===== config.mk =====
export PLATFORM = sky130hd
export DESIGN_NAME = dram_arbiter
export DESIGN_NICKNAME = d
export VERILOG_FILES = /design/src/rtl/dram_arbiter.sv
export SDC_FILE = /design/constraint.sdc
export NUM_CORES = 1
export LEC_CHECK = 0
export CAP_MARGIN = 20
export CORE_AREA = 10 10 103 105
export DETAILED_ROUTE_END_ITERATION = 10
export DIE_AREA = 0 0 113 115
export DONT_BUFFER_PORTS = 1
export GPL_TIMING_DRIVEN = 0
export PLACE_DENSITY = 0.74
export SYNTH_ARGS = -nofsm -noshare
export SYNTH_HDL_FRONTEND = slang
export SYNTH_SLANG_ARGS = --single-unit

===== constraint.sdc =====
create_clock -name clk -period 2.2 [get_ports clk]
set_input_delay 0.22 -clock clk [delete_from_list [all_inputs] [get_ports clk]]
set_output_delay 0.22 -clock clk [all_outputs]
set_load 0.02 [all_outputs]

===== src/rtl/dram_arbiter.sv =====
// ----------------------------------------------------------------------------
// dram_arbiter
//   Shares one synchronous single-port byte-lane data RAM between two
//   requesters: port 0 (MEM-stage load/store) and port 1 (uncached/debug).
//   Does big-endian lane selection, store-data replication, load extraction
//   with sign/zero extension, and rejects misaligned accesses with an error
//   and no RAM cycle.
//
// Ports:
//   clk, rst            clock, asynchronous active-low reset
//   reqN/weN/addrN/     request, 1=store, byte address, right-aligned store
//   wdataN/typeN        data, type ([1:0] 00 byte/01 half/10 word/11 rsvd,
//                       [2] sign-extend loads)
//   ackN/errN/rdataN    one-cycle completion, address error, load result
//   busy                high whenever the FSM is not idle (stall hint)
//   ram_en/ram_be/      RAM cycle enable, byte write enables (bit3 = 31:24),
//   ram_addr/ram_wdata  word index, write data
//   ram_rdata           RAM read data, valid the cycle after ram_en
//   dbg_state           current FSM state (0 idle, 1 issue, 2 done)
//
// Handshake: a requester raises reqN with its command and holds both stable
// until it sees ackN high; it drops reqN on the clock edge where ackN is seen.
// ackN is a single-cycle pulse; errN and rdataN are meaningful only with it.
// ----------------------------------------------------------------------------
module dram_arbiter #(
   parameter int ADDR_W = 7
) (
   input  logic              clk,
   input  logic              rst,
   input  logic              req0,
   input  logic              req1,
   input  logic              we0,
   input  logic              we1,
   input  logic [31:0]       addr0,
   input  logic [31:0]       addr1,
   input  logic [31:0]       wdata0,
   input  logic [31:0]       wdata1,
   input  logic [2:0]        type0,
   input  logic [2:0]        type1,
   output logic              ack0,
   output logic              ack1,
   output logic              err0,
   output logic              err1,
   output logic [31:0]       rdata0,
   output logic [31:0]       rdata1,
   output logic              busy,
   output logic              ram_en,
   output logic [3:0]        ram_be,
   output logic [ADDR_W-1:0] ram_addr,
   output logic [31:0]       ram_wdata,
   input  logic [31:0]       ram_rdata,
   output logic [1:0]        dbg_state
);

   typedef enum logic [1:0] {
      IDLE  = 2'd0,
      ISSUE = 2'd1,
      DONE  = 2'd2
   } state_t;

   state_t              state_q, state_d;
   logic                last_grant_q, last_grant_d;
   logic                port_q, port_d;
   logic                we_q, we_d;
   logic [2:0]          type_q, type_d;
   logic [1:0]          lane_q, lane_d;
   logic                mis_q, mis_d;
   logic                ram_en_q, ram_en_d;
   logic [3:0]          ram_be_q, ram_be_d;
   logic [ADDR_W-1:0]   ram_addr_q, ram_addr_d;
   logic [31:0]         ram_wdata_q, ram_wdata_d;
   logic                ack0_q, ack0_d;
   logic                ack1_q, ack1_d;
   logic                err0_q, err0_d;
   logic                err1_q, err1_d;

   // Upper address bits lie outside the RAM and are ignored.
   logic unused_addr_bits;
   assign unused_addr_bits = ^{addr0[31:ADDR_W+2], addr1[31:ADDR_W+2]};

   // ------------------------------------------------------------------------
   // Grant selection and decode of the selected command
   // ------------------------------------------------------------------------
   logic        gnt_valid;
   logic        gnt_port;
   logic        sel_we;
   logic [31:0] sel_addr;
   logic [31:0] sel_wdata;
   logic [2:0]  sel_type;
   logic        sel_mis;
   logic [3:0]  sel_be;
   logic [31:0] sel_rep;

   always_comb begin
      gnt_valid = req0 | req1;
      // On contention the port that was not served last wins.
      gnt_port  = (req0 & req1) ? ~last_grant_q : req1;
      sel_we    = gnt_port ? we1    : we0;
      sel_addr  = gnt_port ? addr1  : addr0;
      sel_wdata = gnt_port ? wdata1 : wdata0;
      sel_type  = gnt_port ? type1  : type0;

      sel_mis = 1'b0;
      sel_be  = 4'b0000;
      sel_rep = 32'h0;
      case (sel_type[1:0])
         2'b00: begin
            // Big-endian: byte address 0 of a word lives in bits 31:24.
            sel_be  = 4'b1000 >> sel_addr[1:0];
            sel_rep = {4{sel_wdata[7:0]}};
         end
         2'b01: begin
            sel_mis = sel_addr[0];
            sel_be  = sel_addr[1] ? 4'b0011 : 4'b1100;
            sel_rep = {2{sel_wdata[15:0]}};
         end
         2'b10: begin
            sel_mis = |sel_addr[1:0];
            sel_be  = 4'b1111;
            sel_rep = sel_wdata;
         end
         default: begin
            sel_mis = 1'b1;
         end
      endcase
   end

   // ------------------------------------------------------------------------
   // Next-state and registered-output logic
   // ------------------------------------------------------------------------
   always_comb begin
      state_d      = state_q;
      last_grant_d = last_grant_q;
      port_d       = port_q;
      we_d         = we_q;
      type_d       = type_q;
      lane_d       = lane_q;
      mis_d        = mis_q;
      ram_en_d     = 1'b0;
      ram_be_d     = 4'b0000;
      ram_addr_d   = '0;
      ram_wdata_d  = 32'h0;
      ack0_d       = 1'b0;
      ack1_d       = 1'b0;
      err0_d       = 1'b0;
      err1_d       = 1'b0;

      case (state_q)
         IDLE: begin
            if (gnt_valid) begin
               last_grant_d = gnt_port;
               port_d       = gnt_port;
               we_d         = sel_we;
               type_d       = sel_type;
               lane_d       = sel_addr[1:0];
               mis_d        = sel_mis;
               if (sel_mis) begin
                  // Misaligned: answer straight away, never touch the RAM.
                  state_d = DONE;
                  ack0_d  = ~gnt_port;
                  ack1_d  = gnt_port;
                  err0_d  = ~gnt_port;
                  err1_d  = gnt_port;
               end else begin
                  // RAM command is registered here so it is live in ISSUE.
                  state_d     = ISSUE;
                  ram_en_d    = 1'b1;
                  ram_addr_d  = sel_addr[ADDR_W+1:2];
                  ram_be_d    = sel_we ? sel_be : 4'b0000;
                  ram_wdata_d = sel_rep;
               end
            end
         end
         ISSUE: begin
            state_d = DONE;
            ack0_d  = ~port_q;
            ack1_d  = port_q;
         end
         DONE: begin
            // req is not sampled here; the requester drops it on this edge.
            state_d = IDLE;
         end
         default: begin
            state_d = IDLE;
         end
      endcase
   end

   always_ff @(posedge clk or negedge rst) begin
      if (!rst) begin
         state_q      <= IDLE;
         last_grant_q <= 1'b1;
         port_q       <= 1'b0;
         we_q         <= 1'b0;
         type_q       <= 3'b000;
         lane_q       <= 2'b00;
         mis_q        <= 1'b0;
         ram_en_q     <= 1'b0;
         ram_be_q     <= 4'b0000;
         ram_addr_q   <= '0;
         ram_wdata_q  <= 32'h0;
         ack0_q       <= 1'b0;
         ack1_q       <= 1'b0;
         err0_q       <= 1'b0;
         err1_q       <= 1'b0;
      end else begin
         state_q      <= state_d;
         last_grant_q <= last_grant_d;
         port_q       <= port_d;
         we_q         <= we_d;
         type_q       <= type_d;
         lane_q       <= lane_d;
         mis_q        <= mis_d;
         ram_en_q     <= ram_en_d;
         ram_be_q     <= ram_be_d;
         ram_addr_q   <= ram_addr_d;
         ram_wdata_q  <= ram_wdata_d;
         ack0_q       <= ack0_d;
         ack1_q       <= ack1_d;
         err0_q       <= err0_d;
         err1_q       <= err1_d;
      end
   end

   // ------------------------------------------------------------------------
   // Load extraction. ram_rdata only becomes valid in DONE, the same cycle as
   // ack, so this path is combinational from it, gated by registered state.
   // ------------------------------------------------------------------------
   logic [7:0]  byte_sel;
   logic [15:0] half_sel;
   logic [31:0] load_val;
   logic [31:0] rd_val;

   always_comb begin
      case (lane_q)
         2'b00:   byte_sel = ram_rdata[31:24];
         2'b01:   byte_sel = ram_rdata[23:16];
         2'b10:   byte_sel = ram_rdata[15:8];
         default: byte_sel = ram_rdata[7:0];
      endcase
      half_sel = lane_q[1] ? ram_rdata[15:0] : ram_rdata[31:16];

      case (type_q[1:0])
         2'b00:   load_val = {{24{type_q[2] & byte_sel[7]}}, byte_sel};
         2'b01:   load_val = {{16{type_q[2] & half_sel[15]}}, half_sel};
         default: load_val = ram_rdata;
      endcase

      rd_val = ((state_q == DONE) && !we_q && !mis_q) ? load_val : 32'h0;
   end

   assign rdata0    = port_q ? 32'h0 : rd_val;
   assign rdata1    = port_q ? rd_val : 32'h0;
   assign ack0      = ack0_q;
   assign ack1      = ack1_q;
   assign err0      = err0_q;
   assign err1      = err1_q;
   assign busy      = (state_q != IDLE);
   assign ram_en    = ram_en_q;
   assign ram_be    = ram_be_q;
   assign ram_addr  = ram_addr_q;
   assign ram_wdata = ram_wdata_q;
   assign dbg_state = state_q;

endmodule


# Yosys cells after proc, flatten, opt, wreduce, memory -nomap -nowiden
# Index checks and enable logic that the tools add are counted.
# W data, S select, Z words.
# word_totals
reg_bits	59
inputBits	172
wordCells	81
# classes
n_reduce_logical	11
bitwise_logic	7
n_eq_ne	8
n_mux	39
n_shift	1
# op_table
op	count
$mux W32	7
$pmux W32 S3	1
$pmux W32 S2	1
$pmux W8 S3	1
$mux W7	3
$mux W4	5
$mux W16	1
$pmux W4 S3	1
$mux W1	11
$mux W9	1
$eq A2 B1 Y1 const B	4
$logic_not A2 Y1	4
$eq A2 B2 Y1 const B	3
$mux W2	2
$pmux W1 S2	2
$pmux W2 S2	1
$shr A4 B2 Y4 const A	1
$and A1 B1 Y1	3
$mux W3	1
$not A1 Y1	3
$pmux W1 S3	1
$logic_and A1 B1 Y1	2
$logic_not A1 Y1	2
$ne A2 B2 Y1 const B	1
other kinds (4)	4

# Longest topological paths before layout
# Gate-level depths: netlist of the first run.
# logic_depth
depth_word	9
depth_mapped	7
ltp_nobuf	5

# Worst setup path after synthesis of the first run
# OpenSTA, ideal clock, no wires.
# synth_path
path_kind	register -> output
from	reg state_q[0] (netlist: dbg_state[0])
to	out rdata0[19]
stages_incl_launch_ff	4
t_arrival_ps	1902
path_buffers	0
setup_slack_ps	78
cell_sequence	dfrtp_1 > nor4b_2 > o21a_1 > nor4b_1
# synth_via
elab_chain_len	5
# synth_lines
item	line	rtl
start: declaration	61	state_t state_q, state_d;
start signal: assignment	207	state_q <= state_d;
$eq A2 B2 Y1	249	rd_val = ((state_q == DONE) && !we_q && !mis_q) ? load_val : 32'h0;
$logic_and A1 B1 Y1 (2 in series)	249	
$mux W32	249	
$mux W32	252	assign rdata0 = port_q ? 32'h0 : rd_val;
end: declaration	44	output logic [31:0] rdata0,
# Every way passes these cells.

# Worst setup path after layout of the first run
# layout_path
from	reg lane_q[1]
to	out rdata1[21]
# layout_via
elab_chain_len	6
# layout_lines
item	line	rtl
start: declaration	66	logic [1:0] lane_q, lane_d;
start signal: assignment	212	lane_q <= lane_d;
$eq A2 B2 Y1, or another cell as far along	235	case (lane_q)
$pmux W8 S3	235	
$and A1 B1 Y1	244	2'b00: load_val = {{24{type_q[2] & byte_sel[7]}}, byte_sel};
$pmux W32 S2 (*)	243	case (type_q[1:0])
$mux W32 (*)	249	
$mux W32 (*)	253	assign rdata1 = port_q ? rd_val : 32'h0;
end: declaration	45	output logic [31:0] rdata1,
# Every way passes the cells marked *; elsewhere a longest branch is shown, timed or not.

==> results, run 1 <==
- The clock power share is 0.159.
- The compound-gate portion of the synthesized area was 0.213.
- The sequential area share after synthesis is 0.359.
- The floorplan step defined a die boundary enclosing 13000 sq um.
- The via total after detailed routing is 4130.
- The share of total power dissipated in combinational logic is 0.547.
- The initial core utilization is 0.481.
- The root buffer cell is clkbuf_8.
- The clock-pin transition on the worst setup and hold timing paths is 0.08 ns.
- The die is 113 um wide.
- The power per cell area is 1130 nW/um^2.
- Of the total synthesized cell area, the portion taken by AND, OR, NAND and NOR gates is 0.231.
- The synthesized netlist cell count is 488.
- Setup repair after global routing could not meet its margin everywhere.
- The number of nets at the end of the flow is 686.
- Subtracting the final worst setup slack from the clock period gives 2.35 ns.
- The first-pass GRT wire length is 24.0 mm.
- Before CTS, the worst setup slack after placement is -0.284 ns.
- The element type at the critical path end is an output pin.
- The number of placed instances, taps included, is 596.
- Summed over all nets, the switching power comes to 2.94 mW.
- Dividing the final minimum period by the clock period gives 1.07.
- The most frequently used flop master after synthesis is dfrtp_1.
- The clock arrives with 0.0121 ns of skew.
- For the pin with the worst max-slew slack, the measured transition is 0.660 ns.
- The critical path class is reg2out.
- The initial antenna violation count is 0.
- Along the worst path, the maximum fanout reaches 6.
- Timing would allow up to 426 MHz.
- The proportion of layout cells with a drive suffix above 1 is 0.303.
- The netlist uses 57 different library cells.
- The data arrival at the endpoint of the critical path is 2.13 ns.
- The worst relative slew slack is 0.560.
- The floorplan step defined a core boundary enclosing 8550 sq um.
- The number of buffers created by CTS is 9.
- The HPWL after detailed placement is 12.0 mm.
- The static leakage power is 2.11 nW.
- The final hold violation count came to 0.
- The congestion estimate from routability-driven global placement came to 0.874.
- The internal cell power is 2.86 mW.
- The average instance area after synthesis is 8.43 sq um.
- STA classifies the critical path startpoint as a flop.
- During synthesis, Yosys emitted a total of 0 warnings.
- The maximum vdd drop is 694 uV.
- The area overhead of the layout relative to synthesis is 25.1%.
- The die height is 115 um.
- The detail route stage leaves a number of antenna-violating nets equal to 0.
- Counting the fill cells in the layout gives 701.
- The xor-xnor portion of the synthesized cell area is 0.00426.
- The portion of total power attributed to sequential cells is 0.295.
- The row count is 34.
- The via count of the first global-routing pass was 4075.
- The synthesized netlist net count is 660.
- In this run the tool buffered the top-level ports with 0 buffer cells.
- The flow ran to the end, but the final reports show violations.
- The number of max-slew violations in the final report is 0.
- The switching fraction of total power is 0.507.
- The remaining global-route overflow is 0.
- The total detailed-routing wirelength is 16.5 mm.
- The kind of path behind the tightest hold check is in2reg.
- At the worst endpoint, the required time is 1.98 ns.
- Of all flip-flops after synthesis, the portion carrying an async set or reset was 1.00.
- 0 antenna diodes ended up in the layout.
- Entering global routing, the biggest net connects 60 pins.
- The clock reaches the later pin of the worst-skew pair after 0.35 ns.
- The maximum root-to-sink buffer count is 2.
- The first-pass iteration count of the detailed router is 5.
- The combined global-route utilization of all metal layers is 0.231.
- The mean routed wirelength per cell is 26.3 um.
- The final reports fail on negative setup slack.
- The max capacitance violation total is 0.
- The worst setup margin is -0.149 ns.
- The count of flip-flops with a built-in enable after synthesis is 0.
- The clock tree from TritonCTS is done.
- The final setup TNS is -4.52 ns.
- After detailed routing, the number of vias per cell comes to 6.59.
- The synthesized design contains 59 register bits.
- Summing every instance area after synthesis gives 4120 sq um.
- The main combinational cell family by area after synthesis is simple AND/OR/NAND/NOR gates.
- Of the total synthesized cell area, the portion taken by full adders, half adders and majority gates is 0.
- The final cell count without fillers is 627.
- The count of unresolved DRC violations after routing is 0.
- The first-iteration detailed-routing DRC count is 374.
- The number of ports placed on the die boundary is 287.
- The H-tree generated during clock tree synthesis spans 3 levels.
- Clock tree synthesis found a total of 59 sinks.
- Setup violations remaining at the end of the flow were counted as 57.
- The portion of synthesized area spent on multiplexers is 0.135.
[area by class of cell]
class / count / area (sq um) / area share
multi-input combinational: 381 / 2920 / 0.566
sequential: 59 / 1480 / 0.287
buffer: 37 / 216 / 0.0420
timing repair buffer: 17 / 180 / 0.0350
tap: 108 / 135 / 0.0262
clock buffer: 9 / 124 / 0.0241
clock inverter: 7 / 58.8 / 0.0114
inverter: 9 / 37.5 / 0.00729
[stage by stage]
stage               cell area (sq um)  power [mW]  hold slack, ns  utilization
floorplan                        4120        3.53         -0.0756            -
global placement                 4250        4.00         -0.0740        0.497
detailed placement               4250        4.06         -0.0742        0.497
CTS                              4930        5.44         0.00134        0.576
global route                     5150        6.09          0.0108        0.602
finish                           5150        5.80          0.0138        0.602
[cells by family after synthesis]
family | Yosys count
buffers and inverters | 48
AOI/OAI and AO/OA | 120
xor gates and xnor gates | 2
and+or+nand+nor | 214
muxes | 45
DFF | 59
[routing by layer]
layer | vias up | share of wire | track usage | routed length (um)
met5 | - | 0 | 0 | 0
met4 | 0 | 0.033 | 0.0880 | 540
met3 | 59 | 0.13 | 0.106 | 2210
met2 | 333 | 0.50 | 0.389 | 8180
met1 | 1961 | 0.34 | 0.249 | 5590
li1 | 1777 | - | - | -
[repair_timing]
action,4_1_cts,5_1_grt
hold buffers,8,0
gates cloned,1,0
gates resized for setup,101,55
pin swaps,17,21
buffers inserted,5,3
endpoints found under the setup margin,64,64
endpoints found under the hold margin,63,0
[cells in the final DEF (no fill, tap or decap), drive strengths merged, types with 7 or more instances in the layout]
master | synthesis | routed
nor2 | 101 | 101
o21ai | 18 | 18
nor3 | 15 | 15
o221ai | 8 | 8
inv | 8 | 12
nor2b | 10 | 10
dlygate4sd3 | 0 | 7
buf | 23 | 33
clkbuf | 16 | 23
a21oi | 26 | 26
nand2 | 64 | 64
mux4 | 8 | 8
mux2i | 35 | 35
dfrtp | 58 | 58
o22ai | 17 | 17
o21a | 19 | 19
[cell usage after synthesis, drive strengths merged (3+ instances only)]
library cell  number  area [sq um]
a21oi             26           130
a221oi             6          90.1
a22o               6          52.6
a31oi              4          25.0
and3               4          25.0
buf               23           143
clkbuf            16          60.1
dfrtp             58          1450
inv                8          30.0
mux2i             35           354
mux4               8           180
nand2             64           240
nand2b             5          31.3
nor2             101           379
nor2b             10          62.6
nor3              15          80.1
nor4b              3          38.8
o211ai             3          50.1
o21a              19           143
o21ai             18          90.1
o221ai             8          70.1
o22ai             17           106
[path summary, 6_finish.rpt]
| path | endpoint | depth (start not counted) | startpoint | slack [ns] |
|---|---|---|---|---|
| worst max-delay path | rdata1[21] | 5 | lane_q[1]$_DFFE_PN0P_ | -0.15 |
| worst min-delay path | ram_addr[2]$_DFF_PN0_ | 2 | addr1[4] | 0.01 |
| worst max register to register | ram_wdata[25]$_DFF_PN0_ | 6 | last_grant_q$_DFFE_PN1P_ | 0.22 |
| worst min register to register | last_grant_q$_DFFE_PN1P_ | 2 | last_grant_q$_DFFE_PN1P_ | 0.51 |
| max in group asynchronous | last_grant_q$_DFFE_PN1P_ | 2 | rst | 1.53 |
| min in group asynchronous | ram_wdata[27]$_DFF_PN0_ | 2 | rst | 0.39 |
[sequential cells by signal, indices dropped and copies added, names as in the netlist, 2 cells and up]
signal / flops
lane_q: 2
type_q: 3
ram_wdata: 32
ram_be: 4
ram_addr: 7
dbg_state: 2
[worst max-delay path: stages, from the launching register on]
cell and delay, ns:
dfrtp_1 0.41, mux4_2 0.59, and2_4 0.20, o211ai_4 0.29, buf_6 0.22, nor2_4 0.07
[power by group through the flow]
stage / combinational, mW / clock [mW] / sequential (mW)
detailed placement: 2.36 / 0 / 1.70
floorplan: 1.89 / 0 / 1.64
CTS: 2.80 / 0.936 / 1.71
finish: 3.17 / 0.921 / 1.71
global route: 3.37 / 0.991 / 1.74
global placement: 2.30 / 0 / 1.70
Power figures use the tool's default switching activity.
==> run 2: changes to the inputs <==
--- a/config.mk
+++ b/config.mk
@@ -11,7 +11,9 @@
 export DIE_AREA = 0 0 113 115
 export DONT_BUFFER_PORTS = 1
 export GPL_TIMING_DRIVEN = 0
+export MAX_ROUTING_LAYER = met4
 export PLACE_DENSITY = 0.74
 export SYNTH_ARGS = -nofsm -noshare
 export SYNTH_HDL_FRONTEND = slang
 export SYNTH_SLANG_ARGS = --single-unit
+export TNS_END_PERCENT = 30
==> run 2 against run 1 <==
The flow still finishes with violations (negative setup slack); global-route usage increased by 0.63 points; non-clock buffer count is the same; worst setup slack lost 0.027 ns; utilization shrank 0.37 points; clock power increased by 0.4%; power rose by 0.79%; combinational power rose by 1%; critical path type unchanged.
==> results, run 2 (same netlist as run 1, synthesis figures left out) <==
- For this block, the via count after detailed routing is 4208.
- The worst setup path is of the reg2out kind.
- Input and output buffers added on the ports amount to 0.
- The required time reported for the critical path endpoint is 1.98 ns.
- The placed instances occupy a cell area of 4250 sq um.
- The number of buffers created by CTS is 9.
- Wires add up to 16.8 mm.
- STA puts the critical path data arrival time at 2.16 ns.
- The H-tree was split into 3 levels.
- The clock-pin transition on the worst setup and hold timing paths is 0.08 ns.
- For this run, the top clock speed supported by timing is 421 MHz.
- The startpoint type of the worst setup path is a flop.
- The first-pass iteration count of the detailed router is 5.
- The core region is 8550 sq um.
- Along the worst path, the maximum fanout reaches 10.
- The first global-routing pass estimated 23.8 mm of wire.
- Summing all multi-input logic gate instances after layout gives 2880 sq um.
- Setup total negative slack on the finished layout was measured at -3.33 ns.
- The vias per cell is 6.71.
- Once layout is done, the placed cells without fillers occupy 5120 sq um.
- The area overhead of the layout relative to synthesis is 24.4%.
- The maximum root-to-sink buffer count is 2.
- For the final database, setup skew stands at 0.0120 ns.
- For this design, the sink count on the clock tree is 59.
- For this design the static power due to leakage is 2.12 nW.
- The fill cell instance count of the final layout is 696.
- The final hold violation count is 0.
- In the layout the commonest cells are 62 x nand2_1, 56 x dfrtp_1, 42 x nor2_1.
- The initial antenna violation count came to 0.
- The number of ports placed on the die boundary is 287.
- Of the available clock period, the critical path in the final layout requires 1.08.
- In this run the vertical extent of the chip is 115 um.
- Of the cells placed in the final design, the portion with a size suffix greater than 1 is 0.293.
- Setup violations remaining at the end of the flow were counted as 50.
- The number of nets at the end of the flow is 686.
- The total overflow left after global routing is 0.
- The number of max-slew violations in the final report is 0.
- For this configuration, the core starts out at a cell density of 0.481.
- Across the VDD grid, the largest voltage drop is 693 uV.
- The clock tree from TritonCTS is done.
- At the end of routability-driven placement, the weighted congestion stood at 0.889.
- The number of flip-flops in the largest register is 32.
- The detail route stage leaves a number of antenna-violating nets equal to 0.
- For the worst-skew pair, the clock arrives at the later sink with an insertion delay of 0.35 ns.
- The row count is 34.
- The flow ran to the end, but the final reports show violations.
- The tool flagged a number of max-cap violations equal to 0.
- For the pin with the worst max-slew slack, the measured transition is 0.668 ns.
- The worst setup path is captured at an output pin.
- The overall die area is 13000 sq um.
- Setup repair after global routing could not meet its margin everywhere.
- The via count of the first global-routing pass is 4088.
- The largest net degree at the start of global routing is 60.
- The most common cell after layout, fill and taps aside is nand2_1.
- The combined global-route utilization of all metal layers is 0.237.
- The die extent in x is 113 um.
- The first-iteration detailed-routing DRC count is 426.
- The final core utilization is 0.598.
- In this run the tightest slew margin relative to its limit is 0.552.
- The worst reg-to-reg setup slack is 0.21 ns.
- After detailed routing, the average wire length per cell comes to 26.7 um.
- 0 antenna diodes ended up in the layout.
- The final reports fail on negative setup slack.
- Subtracting the final worst setup slack from the clock period gives 2.38 ns.
- The root buffer cell is clkbuf_8.
- After layout, the worst setup slack is -0.176 ns.
- The power per cell area is 1140 nW/um^2.
- After legalization and detailed placement, the total HPWL measured 12.0 mm.
- The worst hold path belongs to the class in2reg.
- Across the whole layout, storage elements account for 1480 sq um.
- Across all hold checks on the routed design, the worst slack comes to 0.00641 ns.
- The count of unresolved DRC violations after routing is 0.
## run 2: cell type report
| cell class | count | share of cell area |
|---|---|---|
| sequential | 59 | 0.289 |
| clock buffer | 9 | 0.0242 |
| tap | 108 | 0.0264 |
| multi-input combinational | 381 | 0.562 |
| inverter | 9 | 0.00733 |
| clock inverter | 7 | 0.0115 |
| timing repair buffer | 17 | 0.0330 |
| buffer | 37 | 0.0460 |
## run 2: path summary, 6_finish.rpt
| kind | from | end | cells past startpoint |
|---|---|---|---|
| worst max-delay path | lane_q[1]$_DFFE_PN0P_ | rdata0[0] | 6 |
| worst min-delay path | addr1[4] | ram_addr[2]$_DFF_PN0_ | 2 |
| worst max register to register | last_grant_q$_DFFE_PN1P_ | ram_addr[3]$_DFF_PN0_ | 6 |
| worst min register to register | last_grant_q$_DFFE_PN1P_ | last_grant_q$_DFFE_PN1P_ | 2 |
| max in group asynchronous | rst | last_grant_q$_DFFE_PN1P_ | 2 |
| min in group asynchronous | rst | ram_wdata[14]$_DFF_PN0_ | 2 |
## run 2: per-layer routing
layer  vias to the layer above  wire [um]  global-route usage
met3                        71       2000              0.0911
met5                         -          0                   -
li1                       1779          -                   -
met1                      2028       5880               0.258
met2                       330       8230               0.386
met4                         0        637              0.0880
## run 2: repair_timing
item	CTS	global route
setup buffers	5	3
pin swaps	17	24
hold endpoints to repair	63	0
cloned	1	0
gates resized for setup	94	53
hold buffers	8	0
setup endpoints to repair	64	64
## run 2: metrics by stage
stage / total power, mW / setup WS [ns] / instances
global route: 6.14 / -0.286 / 627
floorplan: 3.53 / 0.0785 / 488
finish: 5.85 / -0.176 / 627
CTS: 5.43 / -0.154 / 625
global placement: 4.00 / -0.248 / 596
detailed placement: 4.06 / -0.284 / 596
## run 2: worst max-delay path, stage by stage (launching register included)
cell      delay [ns]
dfrtp_1         0.40
buf_2           0.26
buf_4           0.24
nor3_1          0.08
o21ai_0         0.30
o221ai_1        0.25
nor2_2          0.27
## run 2: report_power, final
part / internal, mW / switching [mW] / total, mW
Sequential: 1.32 / 0.390 / 1.71
Combinational: 1.14 / 2.07 / 3.21
Clock: 0.425 / 0.500 / 0.925
Total: 2.89 / 2.96 / 5.85
==> run 3: changes to the inputs <==
--- a/config.mk
+++ b/config.mk
@@ -7,12 +7,14 @@
 export LEC_CHECK = 0
 export CAP_MARGIN = 20
 export CORE_AREA = 10 10 103 105
+export CTS_CLUSTER_DIAMETER = 100
 export DETAILED_ROUTE_END_ITERATION = 10
 export DIE_AREA = 0 0 113 115
 export DONT_BUFFER_PORTS = 1
 export GPL_TIMING_DRIVEN = 0
 export MAX_ROUTING_LAYER = met4
 export PLACE_DENSITY = 0.74
+export SKIP_CTS_REPAIR_TIMING = 1
 export SYNTH_ARGS = -nofsm -noshare
 export SYNTH_HDL_FRONTEND = slang
 export SYNTH_SLANG_ARGS = --single-unit
==> run 3 against run 2 <==
The run still ends with negative setup slack left; sequential power is essentially flat; combinational power fell by 5%; worst setup slack gained 0.018 ns.
==> results, run 3 (same netlist as run 1, synthesis figures left out) <==
- The flow ran to the end, but the final reports show violations.
- The final reports fail on negative setup slack.
- The final layout contains 682 nets.
- The clock passes through at most 2 buffers.
- The portion of total power attributed to combinational logic is 0.538.
- The clock latency of the later-clocked register in the worst-skew pair is 0.35 ns.
- The required time reported for the critical path endpoint is 1.98 ns.
- In the global route stage, met3 resource usage came out at 0.0958.
- The actual transition at the worst max-transition pin is 0.674 ns.
- The die extent in x is 113 um.
- The combined global-route utilization of all metal layers is 0.225.
- After global routing, the most crowded layer is met2.
- The number of flip-flops in the largest register is 32.
- For this run, design rule violations remaining after detail routing come to 0.
- CTS placed an instance of clkbuf_8 at the clock tree root.
- Data arrives at the worst endpoint at 2.14 ns.
- The final total power is 5.67 mW.
- The fraction of met2 tracks used by global routing is 0.368.
- The clock skew is 0.0112 ns.
- The initial antenna violation count is 0.
- The first detailed-routing pass took 8 iterations.
- The max capacitance violation total is 0.
- Leaving out fill and tap cells, the most frequent cells in the layout are 62 x nand2_1, 56 x dfrtp_1, 45 x nor2_1.
- Of the cells placed in the final design, the portion with a size suffix greater than 1 is 0.291.
- The row count is 34.
- Once detail routing completed, the nets flagged for antenna violations numbered 0.
- The share of total power dissipated in the clock network is 0.163.
- The setup-violating endpoint count in the final report is 55.
- The clock drives 59 sinks.
- The detailed router placed 4094 vias in this run.
- At the end of the flow the core is filled with cells to 0.582.
- The final setup TNS is -5.28 ns.
- The library cell used most frequently in the layout, excluding fill and tap cells, is nand2_1.
- The core footprint is 8550 sq um.
- The clock tree from TritonCTS is done.
- The overall die area is 13000 sq um.
- The repair_antennas step left the layout with diodes totalling 0.
- The die height is 115 um.
- The via count of the first global-routing pass is 3934.
- The initial utilization of the core area, before any placement, comes to 0.481.
- The power per cell area is 1140 nW/um^2.
- The internal cell power is 2.84 mW.
- STA classifies the critical path endpoint as an output pin.
- Counting I/O delays and the setup requirement, the final critical path takes 2.36 ns.
- The area overhead of the layout relative to synthesis is 20.9%.
- The HPWL after detailed placement is 12.0 mm.
- Including well taps, the total number of placed cells is 596.
- In this run the static leakage power is 2.09 nW.
- Setup repair after global routing could not meet its margin everywhere.
- Wires add up to 16.3 mm.
- Port buffering added 0 buffers.
- The largest net degree at the start of global routing is 60.
- Of the total power, the share spent switching nets is 0.499.
- The first global-routing pass estimated 22.6 mm of wire.
- The clock-pin transition on the worst setup and hold timing paths is 0.08 ns.
- The CTS H-tree depth is 3.
- In this run, the number of DRC markers left after iteration 0 of detailed routing was 447.
- For met1 alone, demand over resource in global routing was 0.242.
- The achievable frequency is 424 MHz.
- STA classifies the critical path startpoint as a flop.
- The worst hold path belongs to the class in2reg.
- The number of buffers created by CTS is 9.
- During I/O placement, the number of pins put on the boundary was 287.
- The final hold violation count is 0.
- The net switching power figure is 2.83 mW.
- In this run the worst path has a maximum fanout of 6.
- The critical path class is reg2out.
- The number of max-slew violations in the final report was 0.
- The final cell count without fillers is 623.
- The weighted congestion reported at the end of routability-driven placement is 0.889.
- The maximum vdd drop is 685 uV.
- Dividing the detail-routed wire length by the instance count gives 26.2 um.
- Dividing the final minimum period by the clock period gives 1.07.
- Setup slack on the critical path of the routed design comes to -0.158 ns.
- The vias per cell is 6.57.
- The portion of total power attributed to sequential cells is 0.299.
- After global routing the overflow that remains totals 0.
- OpenSTA, run right after detailed placement, puts the worst setup slack at -0.284 ns.
- The worst relative slew slack is 0.550.
==> run 3: changes by cell type in the layout (fill, tap and decap cells not counted), sizes merged <==
| cell | before | now |
|---|---|---|
| clkbuf | 22 | 25 |
| dlygate4sd3 | 7 | 2 |
| buf | 34 | 32 |
==> run 3: final cells by class <==
class	instances	area [sq um]
fill	735	3580
tap	108	135
clock buffer	9	124
multi-input combinational	381	2770
sequential	59	1480
buffer	38	218
timing repair buffer	12	149
clock inverter	7	58.8
inverter	9	37.5
==> run 3: power by group through the flow <==
stage          logic, mW  registers (mW)  clock network, mW
2_1_floorplan       1.89            1.64                  0
3_3_place_gp        2.30            1.70                  0
3_5_place_dp        2.36            1.70                  0
4_1_cts             2.37            1.69              0.936
5_1_grt             3.25            1.72              0.986
6_report            3.05            1.70              0.925
==> run 3: worst paths after layout <==
kind,to,cells past startpoint,start,slack [ns]
setup / recovery,rdata1[21],6,lane_q[1]$_DFFE_PN0P_,-0.16
hold / removal,ram_addr[5]$_DFF_PN0_,2,addr1[7],0.001
setup reg to reg,ram_wdata[13]$_DFF_PN0_,6,last_grant_q$_DFFE_PN1P_,0.23
hold reg to reg,last_grant_q$_DFFE_PN1P_,2,last_grant_q$_DFFE_PN1P_,0.51
max in group asynchronous,last_grant_q$_DFFE_PN1P_,2,rst,1.51
min in group asynchronous,ram_wdata[24]$_DFF_PN0_,2,rst,0.39
==> run 3: per-layer routing <==
layer | share of wire | vias up
met5 | 0 | -
met4 | 0.029 | 0
met3 | 0.13 | 48
met2 | 0.50 | 325
met1 | 0.35 | 1953
li1 | - | 1768
==> run 3: worst max-delay path, stage by stage, from the launching register on <==
cell	delay, ns
dfrtp_1	0.35
buf_6	0.11
mux4_2	0.55
and2_4	0.20
o211ai_4	0.30
buf_6	0.19
nor2_2	0.08
==> run 3: stage by stage <==
step / cell area [sq um] / hold slack (ns)
CTS: 4430 / -0.455
detailed placement: 4250 / -0.0742
global placement: 4250 / -0.0740
finish: 4970 / 0.00137
global route: 4970 / 0.00928
floorplan: 4120 / -0.0756
